[src/rtl/side_panel_renderer_if.sv]
// rtl/side_panel_renderer_if.sv - pixel position, game state, ROM and colour bundle for one side panel
interface side_panel_renderer_if #(
    parameter int ADDR_W = 19
);
    logic [10:0]       pos_x;
    logic [10:0]       pos_y;
    logic [2:0]        state;
    logic              frame_start;
    logic [11:0]       fg_color;
    logic [11:0]       bg_color;
    logic [ADDR_W-1:0] rom_addr;
    logic              rom_data;
    logic [3:0]        pix_r;
    logic [3:0]        pix_g;
    logic [3:0]        pix_b;
    logic              pix_valid;

    modport master (
        output pos_x, pos_y, state, frame_start, fg_color, bg_color, rom_data,
        input  rom_addr, pix_r, pix_g, pix_b, pix_valid
    );

    modport slave (
        input  pos_x, pos_y, state, frame_start, fg_color, bg_color, rom_data,
        output rom_addr, pix_r, pix_g, pix_b, pix_valid
    );
endinterface

[src/rtl/side_panel_renderer.sv]
// rtl/side_panel_renderer.sv - 1-bpp ROM bitmap panel renderer with scroll/blink modes
module side_panel_renderer #(
    parameter int         X0           = 0,
    parameter int         Y0           = 100,
    parameter int         W            = 350,
    parameter int         H            = 800,
    parameter int         ADDR_W       = 19,
    parameter int         ROM_LAT      = 1,
    parameter int         SCROLL_STEP  = 1,
    parameter int         BLINK_FRAMES = 32,
    parameter logic [2:0] ST_RUN       = 3'd1,
    parameter logic [2:0] ST_OVER      = 3'd2
) (
    input logic                  clk,
    input logic                  rst_n,
    side_panel_renderer_if.slave bus
);
    localparam int             BW     = $clog2(BLINK_FRAMES + 1);
    localparam logic [BW-1:0]  B_LAST = BW'(BLINK_FRAMES - 1);
    localparam logic [12:0]    H13    = 13'(H);
    localparam logic [11:0]    H12    = 12'(H);
    localparam logic [11:0]    STEP12 = 12'(SCROLL_STEP);

    typedef enum logic [1:0] {MODE_IDLE, MODE_RUN, MODE_OVER} mode_e;

    mode_e              mode;
    logic [12:0]        dx, dy, row_raw, row;
    logic [11:0]        scroll_sum;
    logic               in_region;
    logic [11:0]        fg_eff;

    logic [ADDR_W-1:0]  rom_addr_d, rom_addr_q;
    logic [11:0]        scroll_off_d, scroll_off_q;
    logic [BW-1:0]      blink_cnt_d, blink_cnt_q;
    logic               blink_on_d, blink_on_q;
    logic [ROM_LAT:0]   vld_d, vld_q, blk_d, blk_q;
    logic [11:0]        pix_d, pix_q;
    logic               pix_valid_d, pix_valid_q;

    always_comb begin
        // Positions left of/above the origin wrap to huge 13-bit offsets, so one
        // unsigned compare per axis covers both bounds without a ">= 0" test.
        dx        = {2'b00, bus.pos_x} - 13'(X0);
        dy        = {2'b00, bus.pos_y} - 13'(Y0);
        in_region = (dx < 13'(W)) && (dy < 13'(H));

        row_raw    = dy + {1'b0, scroll_off_q};
        row        = (row_raw >= H13) ? row_raw - H13 : row_raw;
        rom_addr_d = in_region ? ADDR_W'(row) * ADDR_W'(W) + ADDR_W'(dx) : rom_addr_q;

        vld_d = {vld_q[ROM_LAT-1:0], in_region};
        blk_d = {blk_q[ROM_LAT-1:0], blink_on_q};

        fg_eff      = blk_q[ROM_LAT] ? bus.fg_color : bus.bg_color;
        pix_valid_d = vld_q[ROM_LAT];
        pix_d       = pix_valid_d ? (bus.rom_data ? fg_eff : bus.bg_color) : 12'h000;

        if (bus.state == ST_RUN)       mode = MODE_RUN;
        else if (bus.state == ST_OVER) mode = MODE_OVER;
        else                           mode = MODE_IDLE;

        scroll_sum = scroll_off_q + STEP12;
        if (scroll_sum >= H12) scroll_sum = scroll_sum - H12;

        scroll_off_d = scroll_off_q;
        blink_cnt_d  = blink_cnt_q;
        blink_on_d   = blink_on_q;
        // Mode registers only move at frame boundaries so a frame never tears.
        if (bus.frame_start) begin
            case (mode)
                MODE_RUN: begin
                    scroll_off_d = scroll_sum;
                    blink_cnt_d  = '0;
                    blink_on_d   = 1'b1;
                end
                MODE_OVER: begin
                    if (blink_cnt_q == B_LAST) begin
                        blink_cnt_d = '0;
                        blink_on_d  = ~blink_on_q;
                    end else begin
                        blink_cnt_d = blink_cnt_q + BW'(1);
                    end
                end
                default: begin
                    scroll_off_d = '0;
                    blink_cnt_d  = '0;
                    blink_on_d   = 1'b1;
                end
            endcase
        end
    end

    always_ff @(posedge clk or negedge rst_n) begin
        if (!rst_n) begin
            rom_addr_q   <= '0;
            scroll_off_q <= '0;
            blink_cnt_q  <= '0;
            blink_on_q   <= 1'b1;
            vld_q        <= '0;
            blk_q        <= '0;
            pix_q        <= '0;
            pix_valid_q  <= 1'b0;
        end else begin
            rom_addr_q   <= rom_addr_d;
            scroll_off_q <= scroll_off_d;
            blink_cnt_q  <= blink_cnt_d;
            blink_on_q   <= blink_on_d;
            vld_q        <= vld_d;
            blk_q        <= blk_d;
            pix_q        <= pix_d;
            pix_valid_q  <= pix_valid_d;
        end
    end

    assign bus.rom_addr  = rom_addr_q;
    assign bus.pix_r     = pix_q[11:8];
    assign bus.pix_g     = pix_q[7:4];
    assign bus.pix_b     = pix_q[3:0];
    assign bus.pix_valid = pix_valid_q;
endmodule

[src/flat_wrapper.sv]
// flat-port wrapper written by rule: the top's interface ports become plain ports
module side_panel_renderer_flat 
#(
    parameter int         X0           = 0,
    parameter int         Y0           = 100,
    parameter int         W            = 350,
    parameter int         H            = 800,
    parameter int         ADDR_W       = 19,
    parameter int         ROM_LAT      = 1,
    parameter int         SCROLL_STEP  = 1,
    parameter int         BLINK_FRAMES = 32,
    parameter logic [2:0] ST_RUN       = 3'd1,
    parameter logic [2:0] ST_OVER      = 3'd2
)
  (clk, rst_n, bus_pos_x, bus_pos_y, bus_state, bus_frame_start, bus_fg_color, bus_bg_color, bus_rom_data, bus_rom_addr, bus_pix_r, bus_pix_g, bus_pix_b, bus_pix_valid);
  side_panel_renderer_if #(.ADDR_W(ADDR_W)) bus_i ();
  input logic clk;
  input logic rst_n;
  input wire logic [$bits(bus_i.pos_x)-1:0] bus_pos_x;
  input wire logic [$bits(bus_i.pos_y)-1:0] bus_pos_y;
  input wire logic [$bits(bus_i.state)-1:0] bus_state;
  input wire logic [$bits(bus_i.frame_start)-1:0] bus_frame_start;
  input wire logic [$bits(bus_i.fg_color)-1:0] bus_fg_color;
  input wire logic [$bits(bus_i.bg_color)-1:0] bus_bg_color;
  input wire logic [$bits(bus_i.rom_data)-1:0] bus_rom_data;
  output wire logic [$bits(bus_i.rom_addr)-1:0] bus_rom_addr;
  output wire logic [$bits(bus_i.pix_r)-1:0] bus_pix_r;
  output wire logic [$bits(bus_i.pix_g)-1:0] bus_pix_g;
  output wire logic [$bits(bus_i.pix_b)-1:0] bus_pix_b;
  output wire logic [$bits(bus_i.pix_valid)-1:0] bus_pix_valid;
  assign bus_i.pos_x = bus_pos_x;
  assign bus_i.pos_y = bus_pos_y;
  assign bus_i.state = bus_state;
  assign bus_i.frame_start = bus_frame_start;
  assign bus_i.fg_color = bus_fg_color;
  assign bus_i.bg_color = bus_bg_color;
  assign bus_i.rom_data = bus_rom_data;
  assign bus_rom_addr = bus_i.rom_addr;
  assign bus_pix_r = bus_i.pix_r;
  assign bus_pix_g = bus_i.pix_g;
  assign bus_pix_b = bus_i.pix_b;
  assign bus_pix_valid = bus_i.pix_valid;
  side_panel_renderer #(.X0(X0), .Y0(Y0), .W(W), .H(H), .ADDR_W(ADDR_W), .ROM_LAT(ROM_LAT), .SCROLL_STEP(SCROLL_STEP), .BLINK_FRAMES(BLINK_FRAMES), .ST_RUN(ST_RUN), .ST_OVER(ST_OVER)) u_core (.clk(clk), .rst_n(rst_n), .bus(bus_i));
endmodule
[config.mk]
export PLATFORM = sky130hd
export DESIGN_NAME = side_panel_renderer_flat
export DESIGN_NICKNAME = d
export VERILOG_FILES = /design/src/rtl/side_panel_renderer_if.sv /design/src/rtl/side_panel_renderer.sv /design/src/flat_wrapper.sv
export SDC_FILE = /design/constraint.sdc
export NUM_CORES = 1
export LEC_CHECK = 0
export BUFFER_PORTS_ARGS = -buffer_cell sky130_fd_sc_hd__buf_4
export CAP_MARGIN = 20
export CORE_MARGIN = 4
export CORE_UTILIZATION = 55
export DETAILED_ROUTE_END_ITERATION = 8
export GPL_ROUTABILITY_DRIVEN = 0
export PLACE_DENSITY_LB_ADDON = 0.15
export SYNTH_ARGS = -nofsm -noshare
export SYNTH_HDL_FRONTEND = slang
export SYNTH_SLANG_ARGS = --single-unit
[constraint.sdc]
create_clock -name clk -period 13.67 [get_ports clk]
set_clock_uncertainty 0.1 [all_clocks]
set_input_delay 2.0505 -clock clk [delete_from_list [all_inputs] [get_ports clk]]
set_output_delay 2.0505 -clock clk [all_outputs]
set_load 0.005 [all_outputs]
==> insert_results.sql, run 1 <==
INSERT INTO impl_metrics (metric_group, metric, value, unit) VALUES
('sta', 'setup_repair_after_global_routing_missed_its_margin', 'no', ''),
('logic_synthesis', 'synth_commonest_cells', '95 x sky130_fd_sc_hd__inv_1, 79 x sky130_fd_sc_hd__ha_1, 69 x sky130_fd_sc_hd__nand2_1', ''),
('sta', 'final-hold-violation-count', '0', ''),
('flow_run', 'max-cap-violations', '0', ''),
('setup_path', 'critical_path.startpoint_type', 'input pin', ''),
('final_layout', 'final_layout_size_suffix_gt1_share', '14.07', '%'),
('setup_path', 'required_time_of_the_critical_path', '13.74', 'ns'),
('grt', 'gr-usage-met1', '27.96', '%'),
('logic_synthesis', 'synthFlopType', 'sky130_fd_sc_hd__dfrtp_1', ''),
('grt', 'antenna_found_initial', '0', ''),
('logic_synthesis', 'synth-compound-area-share', '18.76', '%'),
('setup_path', 'rr_endpoint', 'u_core.bus.rom_addr[18]$_DFFE_PN0P_', ''),
('logic_synthesis', 'synthDominantCellAreaShare', '20.78', '%'),
('placed_design', 'io_buffers', '84', ''),
('final_layout', 'fillCellCount', '971', ''),
('routing', 'drt-pass1-iter-count', '5', ''),
('worst_hold_path', 'holdCritStartpoint', 'u_core.blk_q[0]$_DFF_PN0_', ''),
('logic_synthesis', 'synth_mux_area_share', '1.636', '%'),
('logic_synthesis', 'dominant_combinational_cell_family_by_area_after_synthesis', 'adder cells', ''),
('setup_path', 'rrSetupSlack', '4.46', 'ns'),
('logic_synthesis', 'synth_area_in_xor_xnor', '9.255', '%'),
('routing', 'wl_per_cell', '14.56', 'microns'),
('logic_synthesis', 'avgSynthCellArea', '8.859', 'sq um'),
('logic_synthesis', 'most_used_standard_cell_by_instance_count_after_synthesis', 'sky130_fd_sc_hd__inv_1', ''),
('routing', 'drt_iter0_markers', '281', ''),
('sta', 'slew_viol_final', '0', ''),
('floorplan', 'core-area', '11520', 'sq um'),
('setup_path', 'crit_family', 'simple AND/OR/NAND/NOR gates', ''),
('status', 'status', 'finished, final reports clean', ''),
('floorplan', 'rows', '39', ''),
('clock_tree', 'postCtsSetupBuffers', '0', ''),
('worst_hold_path', 'timing.hold.worst.class', 'register to register', ''),
('grt', 'globalRouteMet3Util', '2.332', '%'),
('sta', 'final.setup.tns', '0', 'ns'),
('clock_tree', 'number_of_buffers_inserted_for_hold_repair_after_clock_tree_synthesis', '0', ''),
('setup_path', 'regToRegStartpoint', 'u_core.scroll_off_q[0]$_DFFE_PN0P_', ''),
('grt', 'grt_pass1_vias', '5387', ''),
('floorplan', 'die_width', '116.7', 'microns'),
('final_layout', 'antenna-diode-count', '0', ''),
('placed_design', 'final_hpwl_dp', '11540', 'microns'),
('logic_synthesis', 'post_synth_num_cell_types', '73', ''),
('grt', 'gr-usage-met2', '37.16', '%'),
('sta', 'setup_viol', '0', ''),
('setup_path', 'reg2regPathDepth', '29', ''),
('sta', 'finalWorstPathRequiredPeriod', '10.73', 'ns'),
('clock_tree', 'clockBufferDepth', '2', ''),
('routing', 'detail_route.wirelength', '13880', 'microns'),
('final_layout', 'area_delta_synth_final', '14.01', '%'),
('sta', 'timing.final.crit_share', '78.48', '%'),
('floorplan', 'ioPinCount', '85', ''),
('final_layout', 'design.final.nets', '982', ''),
('clock_tree', 'worst_skew_pair.late_latency', '0.30', 'ns'),
('grt', 'groute.usage.overall', '21.11', '%'),
('grt', 'grt.overflow.total', '0', ''),
('floorplan', 'chipHeight', '116.7', 'microns'),
('logic_synthesis', 'yosys.area_share.adder', '27.82', '%'),
('clock_tree', 'post_cts_resized', '0', ''),
('clock_tree', 'htreeDepth', '2', ''),
('setup_path', 'crit_fanout', '12', ''),
('logic_synthesis', 'seq_area_frac_synth', '21.19', '%'),
('sta', 'fmax', '93.21', 'MHz'),
('routing', 'route.antenna.remaining_nets', '0', ''),
('grt', 'global_route.peak_usage_layer', 'met2', ''),
('routing', 'vias_per_inst', '5.602', ''),
('setup_path', 'critPathMaxStageDelay', '0.83', 'ns'),
('logic_synthesis', 'ys_top_cells_by_area', 'sky130_fd_sc_hd__dfrtp_1 21%, sky130_fd_sc_hd__ha_1 15%, sky130_fd_sc_hd__fa_1 13%, sky130_fd_sc_hd__inv_1 5.5%, sky130_fd_sc_hd__xnor2_1 4.8%', ''),
('logic_synthesis', 'yosysWarnings', '0', ''),
('logic_synthesis', 'syn-num-nets', '907', ''),
('floorplan', 'initial_standard_cell_utilization_of_the_core', '56.46', '%'),
('logic_synthesis', 'syn_area', '6502', 'sq um'),
('setup_path', 'timing.critical_path.to_type', 'register', '');
-- flip-flops by register name, summed over array words and instances, names as in the netlist --
name / cells
u_core.bus.rom_addr: 19
u_core.pix_q: 12
u_core.vld_q: 2
u_core.blink_cnt_q: 6
u_core.blk_q: 2
u_core.bus.pix_valid: 1
u_core.blink_on_q: 1
u_core.scroll_off_q: 12
-- area by class of cell --
type	instances	area, sq um	share of cell area [%]
Clock buffer	6	138.9	1.873
Clock inverter	2	20.02	0.2700
Inverter	95	356.6	4.810
Multi-Input combinational cell	566	4696	63.34
Sequential cell	55	1378	18.58
Tap cell	143	178.9	2.414
Timing Repair Buffer	86	645.6	8.709
-- placed cells by master, fill, tap and decap left out, drive strengths merged, types with 15 or more instances in the layout --
master	n
inv	96
buf	86
ha	79
nand2	69
dfrtp	54
o21ai	51
fa	41
xnor2	37
nor2	33
xor2	30
a21oi	27
a21o	15
nor3	15
-- cells by family (layout without fill, tap and decap cells) --
family                     count (synthesis)  in the layout
and+or+nand+nor                          192            192
AOI/OAI and AO/OA                        177            177
adders and majority gates                120            120
buffers and inverters                    113            189
xor gates and xnor gates                  67             67
DFF                                       55             55
muxes                                     10             10
-- worst max path at each step --
| stage | startpoint | endpoint | depth (start not counted) |
|---|---|---|---|
| detailed placement | bus_pos_y[3] | u_core.bus.rom_addr[18]$_DFFE_PN0P_ | 30 |
| finish | bus_pos_y[3] | u_core.bus.rom_addr[18]$_DFFE_PN0P_ | 30 |
| global route | bus_pos_y[3] | u_core.bus.rom_addr[18]$_DFFE_PN0P_ | 30 |
| floorplan | bus_pos_y[3] | u_core.bus.rom_addr[18]$_DFFE_PN0P_ | 31 |
| CTS | bus_pos_y[3] | u_core.bus.rom_addr[18]$_DFFE_PN0P_ | 30 |
| global placement | bus_pos_y[3] | u_core.bus.rom_addr[18]$_DFFE_PN0P_ | 30 |
-- metal layers --
metal	up-vias	routed length, microns	part of all wire (%)
met5	-	0	0
met4	0	223	1.6
met3	17	586	4.2
met2	118	6556	47
met1	2520	6511	47
li1	2684	-	-
-- metrics by stage --
stage               setup slack [ns]  hold WS [ns]  util, %  instances  cell area [sq um]
CTS                            2.923        0.2634    64.37        953               7413
floorplan                      3.979        0.2312        -        734               6502
global placement               2.892        0.2367    62.99        945               7254
global route                   2.341        0.2752    64.37        953               7413
detailed placement             2.597        0.2459    62.99        945               7254
finish                         2.942        0.2612    64.37        953               7413
Power of run 1 is not shown: default switching activity piles up to over one toggle a cycle in this logic, so the estimate is an artifact.
==> run 2: changes to the inputs <==
--- a/config.mk
+++ b/config.mk
@@ -8,7 +8,7 @@
 export BUFFER_PORTS_ARGS = -buffer_cell sky130_fd_sc_hd__buf_4
 export CAP_MARGIN = 20
 export CORE_MARGIN = 4
-export CORE_UTILIZATION = 55
+export CORE_UTILIZATION = 54
 export DETAILED_ROUTE_END_ITERATION = 8
 export GPL_ROUTABILITY_DRIVEN = 0
 export PLACE_DENSITY_LB_ADDON = 0.15
==> constraint.sdc (replaced) <==
create_clock -name clk -period 9.75 [get_ports clk]
set_clock_uncertainty 0.1 [all_clocks]
set_input_delay 1.4625 -clock clk [delete_from_list [all_inputs] [get_ports clk]]
set_output_delay 1.4625 -clock clk [all_outputs]
set_load 0.005 [all_outputs]
==> run 2 against run 1 <==
  * Final cell count up 1.5%
  * Setup slack worse by 2.4 ns
  * Global-route usage up 0.72 points
  * Register-to-register slack worse by 3.0 ns
  * Die area up 1.7%
  * Sequential share of layout area down 0.34 points
  * Hold slack worse by 0.012 ns
  * Sequential cell count unchanged
  * Critical path depth up 3
  * Utilization up 0.63 points
  * First-iteration DRC count up 15%
  * Routed wire length up 4.7%
  * Largest cell class unchanged
==> insert_results.sql, run 2 (synthesis results as in run 1) <==
INSERT INTO impl_metrics (metric_group, metric, value, unit) VALUES
('status', 'status', 'finished, final reports clean', ''),
('sta', 'worst_slew_pin_tran', '0.8219', 'ns'),
('floorplan', 'core-area', '11610', 'sq um'),
('clock_tree', 'cts_root_buf', 'sky130_fd_sc_hd__clkbuf_16', ''),
('final_layout', 'area_taken_by_multi_input_logic_gates', '4727', 'sq um'),
('floorplan', 'chipHeight', '117.7', 'microns'),
('setup_path', 'arrival', '9.32', 'ns'),
('clock_tree', 'number_of_buffers_inserted_for_hold_repair_after_clock_tree_synthesis', '0', ''),
('routing', 'detail_route.wirelength', '14530', 'microns'),
('final_layout', 'seq_area', '1378', 'sq um'),
('sta', 'timing.final.crit_share', '94.69', '%'),
('clock_tree', 'worst_skew_pair.late_latency', '0.31', 'ns'),
('floorplan', 'die_width', '117.7', 'microns'),
('flow_run', 'max-cap-violations', '0', ''),
('routing', 'wl_per_cell', '15.02', 'microns'),
('final_layout', 'area_delta_synth_final', '16.11', '%'),
('clock_tree', 'clockBufferDepth', '2', ''),
('floorplan', 'initial_standard_cell_utilization_of_the_core', '55.99', '%'),
('routing', 'drcViolationCount', '0', ''),
('floorplan', 'ioPinCount', '85', ''),
('final_layout', 'final_cell_mix', '100 x sky130_fd_sc_hd__buf_4, 95 x sky130_fd_sc_hd__inv_1, 79 x sky130_fd_sc_hd__ha_1', ''),
('routing', 'drt-pass1-iter-count', '5', ''),
('grt', 'groute.usage.overall', '21.83', '%'),
('sta', 'final-hold-violation-count', '0', ''),
('setup_path', 'worst-setup-path-type', 'input pin to register', ''),
('setup_path', 'timing.critical_path.to_type', 'register', ''),
('sta', 'fmax', '108.3', 'MHz'),
('final_layout', 'final_layout_size_suffix_gt1_share', '16.26', '%'),
('sta', 'finalWorstPathRequiredPeriod', '9.233', 'ns'),
('clock_tree', 'clock_transition_time_at_the_flip_flop_clock_pins_of_the_worst_setup_and_hold_paths', '0.08', 'ns'),
('setup_path', 'required_time_of_the_critical_path', '9.83', 'ns'),
('worst_hold_path', 'timing.hold.worst.class', 'register to register', ''),
('floorplan', 'rows', '39', ''),
('placed_design', 'worst_slack_placed', '-0.08741', 'ns'),
('final_layout', 'layout_commonest_cell', 'sky130_fd_sc_hd__buf_4', ''),
('routing', 'route.antenna.remaining_nets', '0', ''),
('clock_tree', 'cts_buffers', '5', ''),
('floorplan', 'dieArea', '13860', 'sq um'),
('clock_tree', 'htreeDepth', '2', ''),
('setup_path', 'crit_fanout', '7', ''),
('sta', 'setup_slack', '0.5174', 'ns'),
('routing', 'detailroute.via_count', '5418', ''),
('final_layout', 'fillCellCount', '983', ''),
('setup_path', 'timing.critical_path.mode_cell', 'sky130_fd_sc_hd__inv_1', ''),
('clock_tree', 'postCtsSetupBuffers', '0', ''),
('setup_path', 'crit_slowest_cell', 'sky130_fd_sc_hd__fa_1', ''),
('placed_design', 'final_hpwl_dp', '12030', 'microns'),
('final_layout', 'postLayoutCellArea', '7550', 'sq um'),
('grt', 'grt_first_pass_wirelength', '25880', 'microns'),
('placed_design', 'dpl-instance-area', '7360', 'sq um'),
('placed_design', 'io_buffers', '84', ''),
('final_layout', 'largest_reg_flops', '19', ''),
('clock_tree', 'post_cts_resized', '0', ''),
('routing', 'vias_per_inst', '5.603', ''),
('clock_tree', 'tritoncts', 'built', ''),
('setup_path', 'critPathMaxStageDelay', '0.52', 'ns'),
('sta', 'setup_viol', '0', ''),
('grt', 'grt_pass1_vias', '5666', ''),
('final_layout', 'design.final.nets', '996', ''),
('routing', 'drt_iter0_markers', '324', ''),
('final_layout', 'antenna-diode-count', '0', ''),
('grt', 'grt.overflow.total', '0', ''),
('clock_tree', 'clkSinkCount', '55', ''),
('setup_path', 'critical_path.startpoint_type', 'input pin', ''),
('grt', 'grt_start_max_net_pins', '56', ''),
('sta', 'slew_viol_final', '0', ''),
('grt', 'antenna_found_initial', '0', ''),
('sta', 'slew-limit-headroom', '43.79', '%');
run 2: cell count changes in the layout (fill, tap and decap cells not counted), sizes merged:
cell and change:
buf +14, clkbuf -1, clkinv +1
run 2: cell type report:
cell class | instances | share of cell area [%]
tap | 143 | 2.370
clock inverter | 3 | 0.4475
sequential | 55 | 18.25
multi-input combinational | 566 | 62.61
inverter | 95 | 4.723
clock buffer | 5 | 1.657
timing repair buffer | 100 | 9.944
run 2: metrics by stage:
stage | std cells | hold WS (ns) | util, % | setup TNS (ns)
after global routing | 967 | 0.2545 | 65.01 | -0.02887
after global placement | 959 | 0.2352 | 63.37 | 0
after floorplan | 734 | 0.2312 | - | 0
after detailed placement | 959 | 0.2386 | 63.37 | -0.08741
final | 967 | 0.2496 | 65.01 | 0
after CTS | 967 | 0.2462 | 64.74 | 0
run 2: path summary, 6_finish.rpt:
| kind | depth (start not counted) | startpoint | slack [ns] | endpoint |
|---|---|---|---|---|
| worst max-delay path | 33 | bus_pos_y[3] | 0.52 | u_core.bus.rom_addr[18]$_DFFE_PN0P_ |
| worst min-delay path | 0 | u_core.vld_q[0]$_DFF_PN0_ | 0.25 | u_core.vld_q[1]$_DFF_PN0_ |
| max in group asynchronous | 1 | rst_n | 8.00 | u_core.bus.rom_addr[8]$_DFFE_PN0P_ |
| min in group asynchronous | 1 | rst_n | 1.09 | u_core.pix_q[2]$_DFF_PN0_ |
| worst min register to register | 0 | u_core.vld_q[0]$_DFF_PN0_ | 0.25 | u_core.vld_q[1]$_DFF_PN0_ |
| worst max register to register | 31 | u_core.scroll_off_q[0]$_DFFE_PN0P_ | 1.46 | u_core.bus.rom_addr[18]$_DFFE_PN0P_ |
run 2: per-layer routing:
metal  vias up  global-route usage, %  routed length (microns)
met5         -                      0                        0
met4         0                  5.128                      157
met3        11                  3.268                      510
met2       124                  37.84                     7193
met1      2569                  28.84                     6667
li1       2714                      -                        -
run 2: worst max-delay path: cells and delay by family:
kind / cells / cell delay (ns)
XOR/XNOR: 3 / 0.64
adder cells (fa/ha/maj): 6 / 2.36
buffers and inverters: 7 / 0.66
multiplexers: 1 / 0.07
AO/OA/AOI/OAI: 7 / 1.65
AND/OR/NAND/NOR: 9 / 2.44
Power of run 2 is left out for the same reason.
